## config.mk

```make
export PLATFORM = sky130hd
export DESIGN_NAME = reflet_prefetch_addr_flat
export DESIGN_NICKNAME = d
export VERILOG_FILES = /design/src/rtl/reflet_prefetch_addr_if.sv /design/src/rtl/reflet_prefetch_addr.sv /design/src/flat_wrapper.sv
export SDC_FILE = /design/constraint.sdc
export NUM_CORES = 1
export LEC_CHECK = 0
export CAP_MARGIN = 25
export CORE_UTILIZATION = 60
export CTS_CLUSTER_SIZE = 25
export DETAILED_ROUTE_END_ITERATION = 8
export PLACE_DENSITY = 0.85
export SYNTH_ARGS = -nofsm -noshare
export SYNTH_HDL_FRONTEND = slang
export SYNTH_SLANG_ARGS = --single-unit
```

## constraint.sdc

```tcl
create_clock -name clk -period 8.37 [get_ports clk]
set_input_delay 0.837 -clock clk [delete_from_list [all_inputs] [get_ports clk]]
set_output_delay 0.837 -clock clk [all_outputs]
set_load 0.05 [all_outputs]
```

## src/rtl/reflet_prefetch_addr_if.sv

```systemverilog
// Memory-side bus of the Reflet prefetching address unit.
// One request at a time; the master holds addr/data_out/read_en/write_en
// until the slave answers with mem_ready for one cycle.
//   addr      master -> slave  byte address of the request
//   data_out  master -> slave  write data
//   read_en   master -> slave  read request
//   write_en  master -> slave  write request
//   data_in   slave -> master  read data, valid while mem_ready is high
//   mem_ready slave -> master  completes the current request this cycle
interface reflet_prefetch_addr_if #(
    parameter int wordsize = 16
);
    logic [wordsize-1:0] addr;
    logic [wordsize-1:0] data_out;
    logic [wordsize-1:0] data_in;
    logic                read_en;
    logic                write_en;
    logic                mem_ready;

    modport master (
        output addr, data_out, read_en, write_en,
        input  data_in, mem_ready
    );

    modport slave (
        input  addr, data_out, read_en, write_en,
        output data_in, mem_ready
    );
endinterface

```

## src/rtl/reflet_prefetch_addr.sv

```systemverilog
// Reflet CPU-to-RAM address unit with an instruction prefetch FIFO.
// Owns the single memory port. CPU data accesses take priority over
// instruction prefetch; prefetched words are kept as {word, aligned address}
// and the byte at pc is served from the FIFO head.
// Ports:
//   clk, reset            clock, asynchronous active-high reset
//   enable                low freezes every register and blocks new requests
//   pc                    byte address of the wanted instruction
//   instruction           byte at pc (0 when inst_ready is low)
//   inst_ready            instruction valid for pc
//   inst_take             CPU consumes the instruction this cycle
//   data_req/we/addr/wdata  data access request, held until data_done
//   data_rdata            registered read data, holds until the next read
//   data_done             one-cycle completion pulse
//   mem                   memory bus (master side)
module reflet_prefetch_addr #(
    parameter int wordsize    = 16,
    parameter int fetch_depth = 4
) (
    input  logic                clk,
    input  logic                reset,
    input  logic                enable,
    input  logic [wordsize-1:0] pc,
    output logic [7:0]          instruction,
    output logic                inst_ready,
    input  logic                inst_take,
    input  logic                data_req,
    input  logic                data_we,
    input  logic [wordsize-1:0] data_addr,
    input  logic [wordsize-1:0] data_wdata,
    output logic [wordsize-1:0] data_rdata,
    output logic                data_done,
    reflet_prefetch_addr_if.master mem
);
    localparam int B  = wordsize / 8;
    localparam int PW = $clog2(fetch_depth);
    localparam int CW = PW + 1;
    localparam logic [wordsize-1:0] LOW_MASK = wordsize'(B - 1);

    typedef enum logic [1:0] {IDLE, FETCH, DATA_RD, DATA_WR} state_t;

    state_t              state;
    logic [wordsize-1:0] fetch_addr;
    logic                epoch;
    logic                fetch_epoch;
    logic [PW-1:0]       rd_ptr;
    logic [PW-1:0]       wr_ptr;
    logic [CW-1:0]       count;

    logic [wordsize-1:0] fifo_word [fetch_depth];
    logic [wordsize-1:0] fifo_addr [fetch_depth];
    logic [fetch_depth-1:0] entry_valid;

    logic [wordsize-1:0] aligned_pc, byte_idx, shifted, write_line, fetch_base;
    logic empty, head_match, flush_branch, wr_hit, wr_flush, flush;
    logic done, push, pop, in_flight, start_data, start_fetch;

    assign aligned_pc = pc & ~LOW_MASK;
    assign byte_idx   = pc & LOW_MASK;
    assign empty      = (count == '0);
    assign head_match = (fifo_addr[rd_ptr] == aligned_pc);
    assign in_flight  = (state == FETCH);

    // An entry is live when its distance from the read pointer is below count.
    for (genvar g = 0; g < fetch_depth; g++) begin : g_valid
        logic [PW-1:0] off;
        assign off            = PW'(g) - rd_ptr;
        assign entry_valid[g] = ({1'b0, off} < count);
    end

    assign write_line = mem.addr & ~LOW_MASK;

    always_comb begin
        wr_hit = 1'b0;
        for (int i = 0; i < fetch_depth; i++) begin
            if (entry_valid[i] && fifo_addr[i] == write_line) wr_hit = 1'b1;
        end
    end

    assign done         = enable && mem.mem_ready && (state != IDLE);
    assign wr_flush     = done && (state == DATA_WR) && wr_hit;
    assign flush_branch = !empty && !head_match;
    assign flush        = flush_branch || wr_flush;

    assign inst_ready  = !empty && head_match && !wr_flush;
    assign shifted     = fifo_word[rd_ptr] >> (byte_idx << 3);
    assign instruction = inst_ready ? shifted[7:0] : 8'h00;

    // A word is released only once its last byte has been consumed.
    assign pop  = enable && inst_ready && inst_take && (byte_idx == LOW_MASK);
    // Fetches issued before the last flush carry a stale epoch and are dropped.
    assign push = done && in_flight && (fetch_epoch == epoch) && !flush;

    // With nothing buffered or pending, prefetch follows pc directly.
    assign fetch_base  = (empty && !in_flight) ? aligned_pc : fetch_addr;
    assign start_data  = (state == IDLE) && data_req && !data_done;
    assign start_fetch = (state == IDLE) && !start_data && !flush &&
                         (count < CW'(fetch_depth));

    always_ff @(posedge clk or posedge reset) begin
        if (reset) begin
            state        <= IDLE;
            mem.addr     <= '0;
            mem.data_out <= '0;
            mem.read_en  <= 1'b0;
            mem.write_en <= 1'b0;
            data_rdata   <= '0;
            data_done    <= 1'b0;
            fetch_addr   <= '0;
            epoch        <= 1'b0;
            fetch_epoch  <= 1'b0;
            rd_ptr       <= '0;
            wr_ptr       <= '0;
            count        <= '0;
        end else if (enable) begin
            data_done <= 1'b0;
            case (state)
                IDLE: begin
                    if (start_data) begin
                        state        <= data_we ? DATA_WR : DATA_RD;
                        mem.addr     <= data_addr;
                        mem.data_out <= data_wdata;
                        mem.write_en <= data_we;
                        mem.read_en  <= !data_we;
                    end else if (start_fetch) begin
                        state       <= FETCH;
                        mem.addr    <= fetch_base;
                        mem.read_en <= 1'b1;
                        fetch_epoch <= epoch;
                    end
                end
                default: begin
                    if (mem.mem_ready) begin
                        state        <= IDLE;
                        mem.read_en  <= 1'b0;
                        mem.write_en <= 1'b0;
                        if (state != FETCH) data_done <= 1'b1;
                        if (state == DATA_RD) data_rdata <= mem.data_in;
                    end
                end
            endcase

            if (flush) begin
                rd_ptr     <= '0;
                wr_ptr     <= '0;
                count      <= '0;
                epoch      <= ~epoch;
                fetch_addr <= aligned_pc;
            end else begin
                if (push) wr_ptr <= wr_ptr + PW'(1);
                if (pop)  rd_ptr <= rd_ptr + PW'(1);
                case ({push, pop})
                    2'b10:   count <= count + CW'(1);
                    2'b01:   count <= count - CW'(1);
                    default: count <= count;
                endcase
                if (start_fetch) begin
                    fetch_addr <= fetch_base + wordsize'(B);
                end else if (empty && !in_flight) begin
                    fetch_addr <= aligned_pc;
                end
            end
        end
    end

    // FIFO payload carries no reset; occupancy alone decides validity.
    always_ff @(posedge clk) begin
        if (push) begin
            fifo_word[wr_ptr] <= mem.data_in;
            fifo_addr[wr_ptr] <= mem.addr & ~LOW_MASK;
        end
    end
endmodule

```

## src/flat_wrapper.sv

```systemverilog
// flat-port wrapper written by rule: the top's interface ports become plain ports
module reflet_prefetch_addr_flat 
#(
    parameter int wordsize    = 16,
    parameter int fetch_depth = 4
)
  (clk, reset, enable, pc, instruction, inst_ready, inst_take, data_req, data_we, data_addr, data_wdata, data_rdata, data_done, mem_addr, mem_data_out, mem_read_en, mem_write_en, mem_data_in, mem_mem_ready);
  reflet_prefetch_addr_if #(.wordsize(wordsize)) mem_i ();
  input  logic clk;
  input  logic reset;
  input  logic enable;
  input  logic [wordsize-1:0] pc;
  output logic [7:0] instruction;
  output logic inst_ready;
  input  logic inst_take;
  input  logic data_req;
  input  logic data_we;
  input  logic [wordsize-1:0] data_addr;
  input  logic [wordsize-1:0] data_wdata;
  output logic [wordsize-1:0] data_rdata;
  output logic data_done;
  output wire logic [$bits(mem_i.addr)-1:0] mem_addr;
  output wire logic [$bits(mem_i.data_out)-1:0] mem_data_out;
  output wire logic [$bits(mem_i.read_en)-1:0] mem_read_en;
  output wire logic [$bits(mem_i.write_en)-1:0] mem_write_en;
  input wire logic [$bits(mem_i.data_in)-1:0] mem_data_in;
  input wire logic [$bits(mem_i.mem_ready)-1:0] mem_mem_ready;
  assign mem_addr = mem_i.addr;
  assign mem_data_out = mem_i.data_out;
  assign mem_read_en = mem_i.read_en;
  assign mem_write_en = mem_i.write_en;
  assign mem_i.data_in = mem_data_in;
  assign mem_i.mem_ready = mem_mem_ready;
  reflet_prefetch_addr #(.wordsize(wordsize), .fetch_depth(fetch_depth)) u_core (.clk(clk), .reset(reset), .enable(enable), .pc(pc), .instruction(instruction), .inst_ready(inst_ready), .inst_take(inst_take), .data_req(data_req), .data_we(data_we), .data_addr(data_addr), .data_wdata(data_wdata), .data_rdata(data_rdata), .data_done(data_done), .mem(mem_i));
endmodule
```

=== Word level (Yosys, flattened, before mapping) ===
Memory sizes are Yosys's and may differ from the RTL's.
Index checks and enable logic that the tools add are counted.
W data, S select, Z words.

* Memory bits (writable): 124
* Flip-flop bits (word level): 78
* Input port bits: 71
* Output and inout port bits: 60
* Memories kept: 2

* Shifts and indexed selects: 1
* Equality and inequality tests: 14
* Bitwise operators: 3
* Add/sub/neg operators: 9
* Reduce and logical (&&, ||, !) cells: 50
* Magnitude comparators: 5
* Mux-type cells: 32

{| class="wikitable"
|+ Memory list
! memory !! depth !! width !! read ports !! clocked after memory_dff !! write ports !! line !! text
|-
| u_core.fifo_word || 4 || 16 || 1 || 0 || 1 || reflet_prefetch_addr.sv:50 || <nowiki>logic [wordsize-1:0] fifo_word [fetch_depth];</nowiki>
|-
| u_core.fifo_addr || 4 || 15 || 5 || 0 || 1 || reflet_prefetch_addr.sv:51 || <nowiki>logic [wordsize-1:0] fifo_addr [fetch_depth];</nowiki>
|}

{| class="wikitable"
|+ Operators with widths
! cell !! number
|-
| $eq A16 B16 Y1 || 5
|-
| $mux W16 || 5
|-
| $logic_and A1 B1 Y1 || 23
|-
| $add A16 B2 Y16 const B || 1
|-
| $mux W1 || 16
|-
| $mux W2 || 8
|-
| $shr A16 B4 Y8 || 1
|-
| $lt A2 B3 Y1 || 4
|-
| $reduce_and A3 Y1 || 4
|-
| $reduce_bool A2 Y1 || 5
|-
| $logic_not A1 Y1 || 8
|-
| $mux W8 || 1
|-
| $reduce_and A2 Y1 || 4
|-
| $reduce_and A4 Y1 || 2
|-
| $eq A2 B2 Y1 const B || 3
|-
| $pmux W3 S2 || 1
|-
| $add A2 B1 Y2 const B || 2
|-
| $eq A2 B1 Y1 const B || 2
|-
| $ne A2 B1 Y1 const B || 2
|-
| $sub A1 B2 Y2 const A || 2
|-
| $sub A2 B2 Y2 const A || 2
|-
| $add A3 B1 Y3 const B || 1
|-
| $logic_not A3 Y1 || 1
|-
| $lt A3 B3 Y1 const B || 1
|-
| other kinds (8) || 10
|}

=== Longest topological paths before layout ===
Gate-level depths: netlist of run 1.

* Word-level depth: 16
* Gate-level depth with buffers: 19
* Gate-level depth less buffers: 16

=== Worst setup path after synthesis of run 1 ===
No wires, ideal clock.

* Path type: reg-to-output
* From: register u_core.rd_ptr[0]
* To: output instruction[0]
* Path buffers: 5
* Data arrival time: 4,223 ps
* Cell stages (with the launch flop): 13
* Path slack: 3,310 ps
* Path through: dfrtp_1 buf_2 buf_4 buf_2 buf_1 xnor2_1 inv_1 ha_1 a21oi_1 o21ai_1 a31oi_1 clkbuf_1 nor4_1

* Cells in the longest elaborated chain, start to end: 11
* Elaborated cells on any way between the ends: 25

{| class="wikitable"
|+ Ends and longest elaborated chain
! what !! line !! text
|-
| start, declared || reflet_prefetch_addr.sv:46 || <nowiki>logic [PW-1:0] rd_ptr;</nowiki>
|-
| start signal, assigned || reflet_prefetch_addr.sv:151 || <nowiki>if (pop) rd_ptr <= rd_ptr + PW'(1);</nowiki>
|-
| $sub A1 B2 Y2 || reflet_prefetch_addr.sv:67 || <nowiki>assign off = PW'(g) - rd_ptr;</nowiki>
|-
| $lt A2 B3 Y1 || reflet_prefetch_addr.sv:68 || <nowiki>assign entry_valid[g] = ({1'b0, off} < count);</nowiki>
|-
| $logic_and A1 B1 Y1 || reflet_prefetch_addr.sv:76 || <nowiki>if (entry_valid[i] && fifo_addr[i] == write_line) wr_hit = 1'b1;</nowiki>
|-
| $mux W1 (4 in series) || reflet_prefetch_addr.sv:76 ||
|-
| $logic_and A1 B1 Y1 || reflet_prefetch_addr.sv:81 || <nowiki>assign wr_flush = done && (state == DATA_WR) && wr_hit;</nowiki>
|-
| $logic_not A1 Y1 || reflet_prefetch_addr.sv:85 || <nowiki>assign inst_ready = !empty && head_match && !wr_flush;</nowiki>
|-
| $logic_and A1 B1 Y1 || reflet_prefetch_addr.sv:85 ||
|-
| $mux W8 (*) || reflet_prefetch_addr.sv:87 || <nowiki>assign instruction = inst_ready ? shifted[7:0] : 8'h00;</nowiki>
|-
| end, declared || flat_wrapper.sv:13 || <nowiki>output logic [7:0] instruction;</nowiki>
|}

Every way passes the cells marked *; elsewhere a longest branch is shown, timed or not.

=== Final worst setup path of run 1 ===
* From: register u_core.rd_ptr[1]
* To: output inst_ready

* Cells in the longest elaborated chain, start to end: 10
* Elaborated cells on any way between the ends: 22

{| class="wikitable"
|+ Ends and longest elaborated chain
! what !! line !! text
|-
| $sub A1 B2 Y2 || reflet_prefetch_addr.sv:67 ||
|-
| $lt A2 B3 Y1 || reflet_prefetch_addr.sv:68 ||
|-
| $logic_and A1 B1 Y1 || reflet_prefetch_addr.sv:76 ||
|-
| $mux W1 (4 in series) || reflet_prefetch_addr.sv:76 ||
|-
| $logic_and A1 B1 Y1 || reflet_prefetch_addr.sv:81 ||
|-
| $logic_not A1 Y1 || reflet_prefetch_addr.sv:85 ||
|-
| $logic_and A1 B1 Y1 (*) || reflet_prefetch_addr.sv:85 ||
|-
| end, declared || flat_wrapper.sv:14 || <nowiki>output logic inst_ready;</nowiki>
|}

Marks and branches as above.

==> reports/qor.json, run 1 <==
{
  "synthesis": {
    "synth_edf_count": 124,
    "synth.mux.area_fraction_pct": 14.4,
    "yosys.area.top_type": "edfxtp_1",
    "synthCells": 797,
    "synth_cell_types": 64,
    "synth-xor-area-share_pct": 7.12,
    "synth_compound_area_share_pct": 6.88,
    "ys_seq_area_share_pct": 55.6,
    "ys_top_cells_by_count": "124 x edfxtp_1, 78 x dfrtp_1, 52 x xnor2_1, 49 x nand2_1, 45 x clkbuf_1",
    "synth_seq_cells": 202,
    "yosysTopAreaCellShare_pct": 36.4,
    "synthFlopType": "edfxtp_1",
    "yosysWarnings": 0,
    "synth.avg_cell_area_um2": 12.8,
    "main_combinational_cell_family_by_area_after_synthesis": "multiplexers",
    "async_sr_flop_fraction_pct": 38.6,
    "yosys-top-cells-area": "edfxtp_1 36%, dfrtp_1 19%, mux4_2 6.8%",
    "synthMostInstantiatedCell": "edfxtp_1",
    "synthesis.nets": 879,
    "synthesis.area_um2": 10200,
    "synth-adder-area-share_pct": 1.42,
    "synth_simple_gate_area_share_pct": 11.5
  },
  "placed_design": {
    "detailed_placement_hpwl_mm": 17.8,
    "port_buffers": 130,
    "place_congestion": 0.925,
    "dp_slack_ns": 3.28
  },
  "power_and_ir_drop": {
    "p_leak_uw": 0.00437,
    "cellPowerDensity_nw_per_um2": 358,
    "peakVddDrop_mv": 0.285
  },
  "clocking": {
    "cts.sink_count": 202,
    "cts.htree.levels": 1,
    "postCtsResizedCells": 0,
    "cts_tree": "built",
    "clock_tree.root_cell": "clkbuf_16",
    "cts_inserted_buffers": 21,
    "worst_setup_hold_path_clk_slew_ns": 0.06,
    "postCtsSetupBuffers": 0,
    "clock_path_buffers": 3,
    "worst_skew_pair.late_latency_ns": 0.51,
    "ctsHoldBuffers": 0
  },
  "global_routing": {
    "grtUsageMet2_pct": 50.8,
    "grtUsageMet3_pct": 4.29,
    "top_usage_layer": "met2",
    "overflow": 0,
    "wire_length_of_the_first_global_routing_pass_mm": 41.0,
    "grt_pass1_vias": 7289,
    "grt_start_max_net_pins": 70,
    "antenna_found_initial": 0,
    "global_route.usage.met1_pct": 42.0,
    "grtUsageTotal_pct": 30.5
  },
  "sta": {
    "measured_slew_at_the_worst_slew_check_pin_ns": 1.05,
    "final_worst_path_cycle_share_pct": 63.5,
    "setup_slack_after_layout_ns": 3.06,
    "grt_setup_unrepaired": "no",
    "fmaxAchievable_ghz": 0.188,
    "slew_viol_final": 0,
    "holdWs_ns": 0.505,
    "setup_violations": 0,
    "skew_ns": 0.0160,
    "period_needed_ns": 5.31,
    "number_of_hold_slack_violations_in_the_final_timing_report": 0,
    "slew_headroom_pct": 29.4,
    "setup_total_negative_slack_ns": 0
  },
  "layout": {
    "area_delta_synth_final_pct": 20.3,
    "final_core_util_pct": 74.1,
    "final_layout_size_suffix_gt1_share_pct": 14.0,
    "diodes": 0,
    "filler_cell_count": 1029,
    "design.final.nets": 982
  },
  "floorplanning": {
    "rows": 47,
    "placeableCoreArea_um2": 16600,
    "initial_core_util_pct": 61.6,
    "fp.dieH_um": 132,
    "die_w_um": 132,
    "ios": 131,
    "die_area_um2": 17600
  },
  "worst_setup_path": {
    "worst-r2r-setup-slack_ns": 3.41,
    "r2r-end": "u_core.count[2]",
    "critical_path_class": "reg2out",
    "worstPathRequired_ns": 7.53,
    "r2r.worst_path.cells": 16,
    "setup.worst_path.end_class": "output pin",
    "worst_ep_arrival_ns": 4.48,
    "worst_r2r_startpoint": "u_core.rd_ptr[1]",
    "worstPathMaxFanout": 20,
    "start_kind": "register"
  },
  "detailed_routing": {
    "detailroute.via_count": 7403,
    "finalWirelength_mm": 26.6,
    "drc": 0,
    "ant_nets": 0,
    "routed_wire_length_per_instance_um": 23.4,
    "firstDrtPassIters": 5,
    "average_via_count_per_standard_cell": 6.52,
    "dr.first_iter.drc_count": 878
  },
  "min_path": {
    "holdCritStartpoint": "u_core.mem.data_out[8]",
    "min_to": "u_core.mem.data_out[8]",
    "min-delay-path-class": "reg2reg",
    "hold_depth": 1
  },
  "status": {
    "run_status": "finished clean"
  },
  "flow_run": {
    "cap_viol_max_count": 0
  }
}
## worst max-delay path, stage by stage (launching register included)
cell             delay [ns]
dfrtp_1                0.83
buf_4                  0.43
inv_1                  0.13
ha_1                   0.32
a21oi_1                0.15
nor2_1                 0.05
nor2_1                 0.11
o32a_1                 0.17
a31oi_1                0.21
buf_4                  0.25
nor3_1                 0.40
clkdlybuf4s50_1        0.90
## metal layers
metal | vias to the layer above | wire length (um)
met5 | - | 0
met4 | 0 | 641
met3 | 60 | 1910
met2 | 411 | 13400
met1 | 3730 | 10600
li1 | 3202 | -
## worst max-delay path by stage
| stage | start | endpoint | slack (ns) | cells after the start |
|---|---|---|---|---|
| 2_1_floorplan | u_core.rd_ptr[0] | instruction[0] | 3.31 | 12 |
| 3_3_place_gp | u_core.rd_ptr[1] | inst_ready | 3.56 | 10 |
| 3_5_place_dp | u_core.rd_ptr[1] | u_core.count[2] | 3.28 | 16 |
| 4_1_cts | u_core.rd_ptr[1] | inst_ready | 2.81 | 10 |
| 5_1_grt | u_core.rd_ptr[1] | inst_ready | 2.86 | 11 |
| 6_report | u_core.rd_ptr[1] | inst_ready | 3.06 | 11 |
## cells in the final DEF (no fill, tap or decap), types with 23 or more instances in the layout
cell	count
clkdlybuf4s50_1	129
nor2_1	23
nand3_1	25
a21oi_1	30
xor2_1	31
dfrtp_1	77
nand2_1	49
mux4_2	31
xnor2_1	52
edfxtp_1	124
mux2_2	34
## final cells by class
cell class / instances / area [um2] / area share [%]
inverters: 18 / 68.8 / 0.560
clock buffers: 28 / 562 / 4.57
flip-flops and latches: 202 / 5680 / 46.2
well taps: 220 / 275 / 2.24
repair buffers: 140 / 1370 / 11.2
multi-input cells: 517 / 4230 / 34.4
clock inverters: 10 / 108 / 0.875
## flip-flops by register name, indices dropped and copies added (netlist names), 2 cells and up
register,count
u_core.rd_ptr,2
u_core.fifo_word,64
u_core.count,3
u_core.fetch_addr,16
u_core.wr_ptr,2
u_core.mem.addr,16
u_core.fifo_addr,60
u_core.mem.data_out,16
u_core.data_rdata,16
u_core.state,2
## power breakdown
| group | internal [uW] | switching (uW) | leakage (uW) |
|---|---|---|---|
| combinational | 707 | 1190 | 0.00198 |
| clock | 536 | 385 | 0.000323 |
| sequential | 1300 | 277 | 0.00206 |
## stage by stage
stage	instance area [um2]	instances	total power, uW
2_1_floorplan	10200	797	2850
6_report	12300	1135	4400
4_1_cts	12300	1134	4380
5_1_grt	12300	1135	4570
3_3_place_gp	11600	1096	3360
3_5_place_dp	11600	1096	3450
## kinds of logic (layout without fill, tap and decap cells)
kind of cell	Yosys count	in the layout
and+or+nand+nor	212	212
buffers and inverters	78	196
DFF	202	202
xor gates and xnor gates	83	83
AOI/OAI and AO/OA	109	109
adders and majority gates	11	11
muxes	102	102
(Power assumes the default switching activity.)
==> run 2: changes to the inputs <==
--- a/config.mk
+++ b/config.mk
@@ -6,10 +6,10 @@
 export NUM_CORES = 1
 export LEC_CHECK = 0
 export CAP_MARGIN = 25
-export CORE_UTILIZATION = 60
+export CORE_UTILIZATION = 51
 export CTS_CLUSTER_SIZE = 25
 export DETAILED_ROUTE_END_ITERATION = 8
-export PLACE_DENSITY = 0.85
+export PLACE_DENSITY = 0.76
 export SYNTH_ARGS = -nofsm -noshare
 export SYNTH_HDL_FRONTEND = slang
 export SYNTH_SLANG_ARGS = --single-unit
==> constraint.sdc (replaced) <==
create_clock -name clk -period 4.5 [get_ports clk]
set_input_delay 0.45 -clock clk [delete_from_list [all_inputs] [get_ports clk]]
set_output_delay 0.45 -clock clk [all_outputs]
set_load 0.05 [all_outputs]
==> reports/qor.json, run 2 (synthesis gave the netlist of run 1 again) <==
{
  "sta": {
    "setup_violations": {"value": 0, "change": "unchanged"},
    "setup_total_negative_slack": {"value": 0, "unit": "ns", "change": "unchanged"},
    "period_needed_ns": 3.99,
    "number_of_hold_slack_violations_in_the_final_timing_report": {"value": 0, "change": "unchanged"},
    "skew": {"value": 0.0282, "unit": "ns", "change": "was 0.0160 ns"},
    "fmaxAchievable_ghz": 0.251,
    "slew_headroom": {"value": 29.0, "unit": "%", "change": "was 29.4%"},
    "final_worst_path_cycle_share_pct": 88.7,
    "measured_slew_at_the_worst_slew_check_pin": {"value": 1.06, "unit": "ns", "change": "was 1.05 ns"},
    "grt_setup_unrepaired": {"value": "no", "change": "unchanged"},
    "holdWs": {"value": 0.317, "unit": "ns", "change": "was 0.505 ns"},
    "setup_slack_after_layout": {"value": 0.509, "unit": "ns", "change": "was 3.06 ns"},
    "slew_viol_final": {"value": 0, "change": "unchanged"}
  },
  "clocking": {
    "worst_setup_hold_path_clk_slew": {"value": 0.06, "unit": "ns", "change": "about the same"},
    "cts_inserted_buffers": {"value": 23, "change": "was 21"},
    "clock_tree.root_cell": {"value": "clkbuf_16", "change": "unchanged"},
    "cts_tree": {"value": "built", "change": "unchanged"},
    "postCtsSetupBuffers": {"value": 0, "change": "unchanged"},
    "cts.htree.levels": {"value": 1, "change": "unchanged"},
    "clock_path_buffers": {"value": 3, "change": "unchanged"},
    "cts.sink_count": {"value": 202, "change": "unchanged"},
    "ctsHoldBuffers": {"value": 0, "change": "unchanged"},
    "worst_skew_pair.late_latency": {"value": 0.53, "unit": "ns", "change": "was 0.51 ns"},
    "postCtsResizedCells": {"value": 0, "change": "unchanged"}
  },
  "layout": {
    "filler_cell_count": {"value": 1515, "change": "was 1029"},
    "largest-register": {"value": "u_core.fifo_word", "change": "unchanged"},
    "biggestRegsByFlops": {"value": "u_core.fifo_word (64), u_core.fifo_addr (60)", "change": "unchanged"},
    "final_core_util": {"value": 64.0, "unit": "%", "change": "was 74.1%"},
    "largest_register_ffs": {"value": 64, "change": "unchanged"},
    "final_common_cell": {"value": "edfxtp_1", "change": "was clkdlybuf4s50_1"},
    "design.final.nets": {"value": 991, "change": "was 982"},
    "area_delta_synth_final": {"value": 22.4, "unit": "%", "change": "was 20.3%"},
    "mostFrequentLayoutCells": {"value": "124 x edfxtp_1, 120 x clkdlybuf4s50_1, 77 x dfrtp_1", "change": "was 129 x clkdlybuf4s50_1, 124 x edfxtp_1, 77 x dfrtp_1"},
    "final_layout_size_suffix_gt1_share": {"value": 16.1, "unit": "%", "change": "was 14.0%"},
    "diodes": {"value": 0, "change": "unchanged"}
  },
  "global_routing": {
    "grtUsageTotal": {"value": 25.5, "unit": "%", "change": "was 30.5%"},
    "grt_pass1_vias": {"value": 7044, "change": "was 7289"},
    "overflow": {"value": 0, "change": "unchanged"},
    "grt_start_max_net_pins": {"value": 68, "change": "was 70"},
    "antenna_found_initial": {"value": 0, "change": "unchanged"},
    "wire_length_of_the_first_global_routing_pass": {"value": 40.1, "unit": "mm", "change": "was 41.0 mm"}
  },
  "power_and_ir_drop": {
    "design_power_total": {"value": 8370, "unit": "uW", "change": "was 4400 uW"},
    "peakVddDrop": {"value": 0.402, "unit": "mV", "change": "was 0.285 mV"},
    "p_leak": {"value": 0.00450, "unit": "uW", "change": "was 0.00437 uW"},
    "cellPowerDensity": {"value": 670, "unit": "nW/um2", "change": "was 358 nW/um2"}
  },
  "min_path": {
    "min-delay-path-class": {"value": "in2reg", "change": "was reg2reg"}
  },
  "worst_setup_path": {
    "critical_path_class": {"value": "reg2out", "change": "unchanged"},
    "cp_num_buf_inv": {"value": 1, "change": "was 4"},
    "worstPathMaxFanout": {"value": 22, "change": "was 20"},
    "critical-path-max-stage-delay": {"value": 0.75, "unit": "ns", "change": "was 0.90 ns"},
    "start_kind": {"value": "register", "change": "unchanged"},
    "max_stage_delay_cell_worst_path": {"value": "dfrtp_2", "change": "was clkdlybuf4s50_1"},
    "crit_top_cell": "nor4_1",
    "setup.worst_path.end_class": {"value": "output pin", "change": "unchanged"},
    "cp_cell_sequence": {"value": "mux4_2, xnor2_1, nand4_1, nor4_1, nand2_1, nor4_1, buf_4", "change": "was buf_4, inv_1, ha_1, a21oi_1, nor2_1, nor2_1, o32a_1, a31oi_1, buf_4, nor3_1, clkdlybuf4s50_1"},
    "worstPathRequired": {"value": 4.05, "unit": "ns", "change": "was 7.53 ns"},
    "critical-path-top-delay-family": {"value": "simple AND/OR/NAND/NOR gates", "change": "was buffers and inverters"},
    "worst_ep_arrival": {"value": 3.54, "unit": "ns", "change": "was 4.48 ns"}
  },
  "detailed_routing": {
    "routed_wire_length_per_instance": {"value": 21.4, "unit": "um", "change": "was 23.4 um"},
    "wl_met1": {"value": 11.0, "unit": "mm", "change": "was 10.6 mm"},
    "average_via_count_per_standard_cell": {"value": 6.02, "change": "was 6.52"},
    "topRoutingLayerUsed": {"value": "met4", "change": "unchanged"},
    "finalWirelength": {"value": 25.5, "unit": "mm", "change": "was 26.6 mm"},
    "route.met3.wl": {"value": 1.55, "unit": "mm", "change": "was 1.91 mm"},
    "detailroute.via_count": {"value": 7174, "change": "was 7403"},
    "met2WireLength": {"value": 12.4, "unit": "mm", "change": "was 13.4 mm"},
    "drc": {"value": 0, "change": "unchanged"},
    "dr.first_iter.drc_count": {"value": 724, "change": "was 878"},
    "firstDrtPassIters": {"value": 6, "change": "was 5"},
    "ant_nets": {"value": 0, "change": "unchanged"}
  },
  "floorplanning": {
    "ios": {"value": 131, "change": "unchanged"},
    "initial_core_util": {"value": 52.3, "unit": "%", "change": "was 61.6%"},
    "placeableCoreArea": {"value": 19500, "unit": "um2", "change": "was 16600 um2"},
    "die_w": {"value": 144, "unit": "um", "change": "was 132 um"},
    "fp.dieH": {"value": 144, "unit": "um", "change": "was 132 um"},
    "rows": {"value": 51, "change": "was 47"},
    "die_area": {"value": 20600, "unit": "um2", "change": "was 17600 um2"}
  },
  "placed_design": {
    "place_congestion": {"value": 0.888, "change": "was 0.925"},
    "dp_slack": {"value": 0.712, "unit": "ns", "change": "was 3.28 ns"},
    "port_buffers": {"value": 130, "change": "unchanged"},
    "detailed_placement_hpwl": {"value": 17.5, "unit": "mm", "change": "was 17.8 mm"}
  },
  "status": {
    "run_status": {"value": "finished clean", "change": "unchanged"}
  },
  "flow_run": {
    "cap_viol_max_count": {"value": 0, "change": "unchanged"}
  }
}
## run 2: changes by cell type in the layout (fill, tap and decap cells not counted), moves of 2 or more
| cell | change |
|---|---|
| and3_1 | +4 |
| clkinv_2 | +3 |
| bufinv_16 | +2 |
| and3_2 | -4 |
| clkbuf_16 | +2 |
| clkdlybuf4s50_1 | -9 |
| clkbuf_1 | -4 |
| buf_4 | +16 |
## run 2: worst paths after layout
path | cells past startpoint | end | from | slack (ns)
worst max-delay path | 7 | instruction[3] | u_core.rd_ptr[0] | 0.51
worst min-delay path | 4 | u_core.state[1] | enable | 0.32
worst max register to register | 13 | u_core.count[2] | u_core.rd_ptr[0] | 0.69
worst min register to register | 1 | u_core.fetch_addr[0] | u_core.fetch_addr[0] | 0.50
max in group asynchronous | 3 | u_core.mem.data_out[12] | reset | 3.13
min in group asynchronous | 2 | u_core.mem.addr[12] | reset | 0.40
## run 2: worst register-to-register path: cells and delay by family (launching register included)
| kind | cells | cell delay (ns) |
|---|---|---|
| AOI/OAI and AO/OA | 2 | 0.50 |
| muxes | 1 | 0.61 |
| and+or+nand+nor | 5 | 0.82 |
| adders and majority gates | 2 | 0.60 |
| xor gates and xnor gates | 2 | 0.37 |
| buffers and inverters | 1 | 0.05 |
| DFF | 1 | 0.75 |
## run 2: final cells by class
type,instances,area [um2],share of cell area [%]
well taps,265,332,2.65
inverters,18,68.8,0.550
multi-input cells,517,4230,33.8
repair buffers,147,1400,11.2
clock buffers,25,583,4.66
flip-flops and latches,202,5680,45.4
clock inverters,17,213,1.70
## run 2: layer usage
metal	up-vias	GRT usage, %
met3	40	3.63
met5	-	0
met2	281	40.5
met4	0	7.11
met1	3621	36.6
li1	3232	-
## run 2: per-stage QoR
step	instances	instance area, um2
2_1_floorplan	797	10200
3_3_place_gp	1149	11700
3_5_place_dp	1149	11700
4_1_cts	1191	12500
5_1_grt	1191	12500
6_report	1191	12500
## run 2: power breakdown
part	total, uW	internal (uW)	switching, uW
sequential	2930	2430	506
clock	1970	1180	784
combinational	3470	1320	2150
total	8370	4930	3440
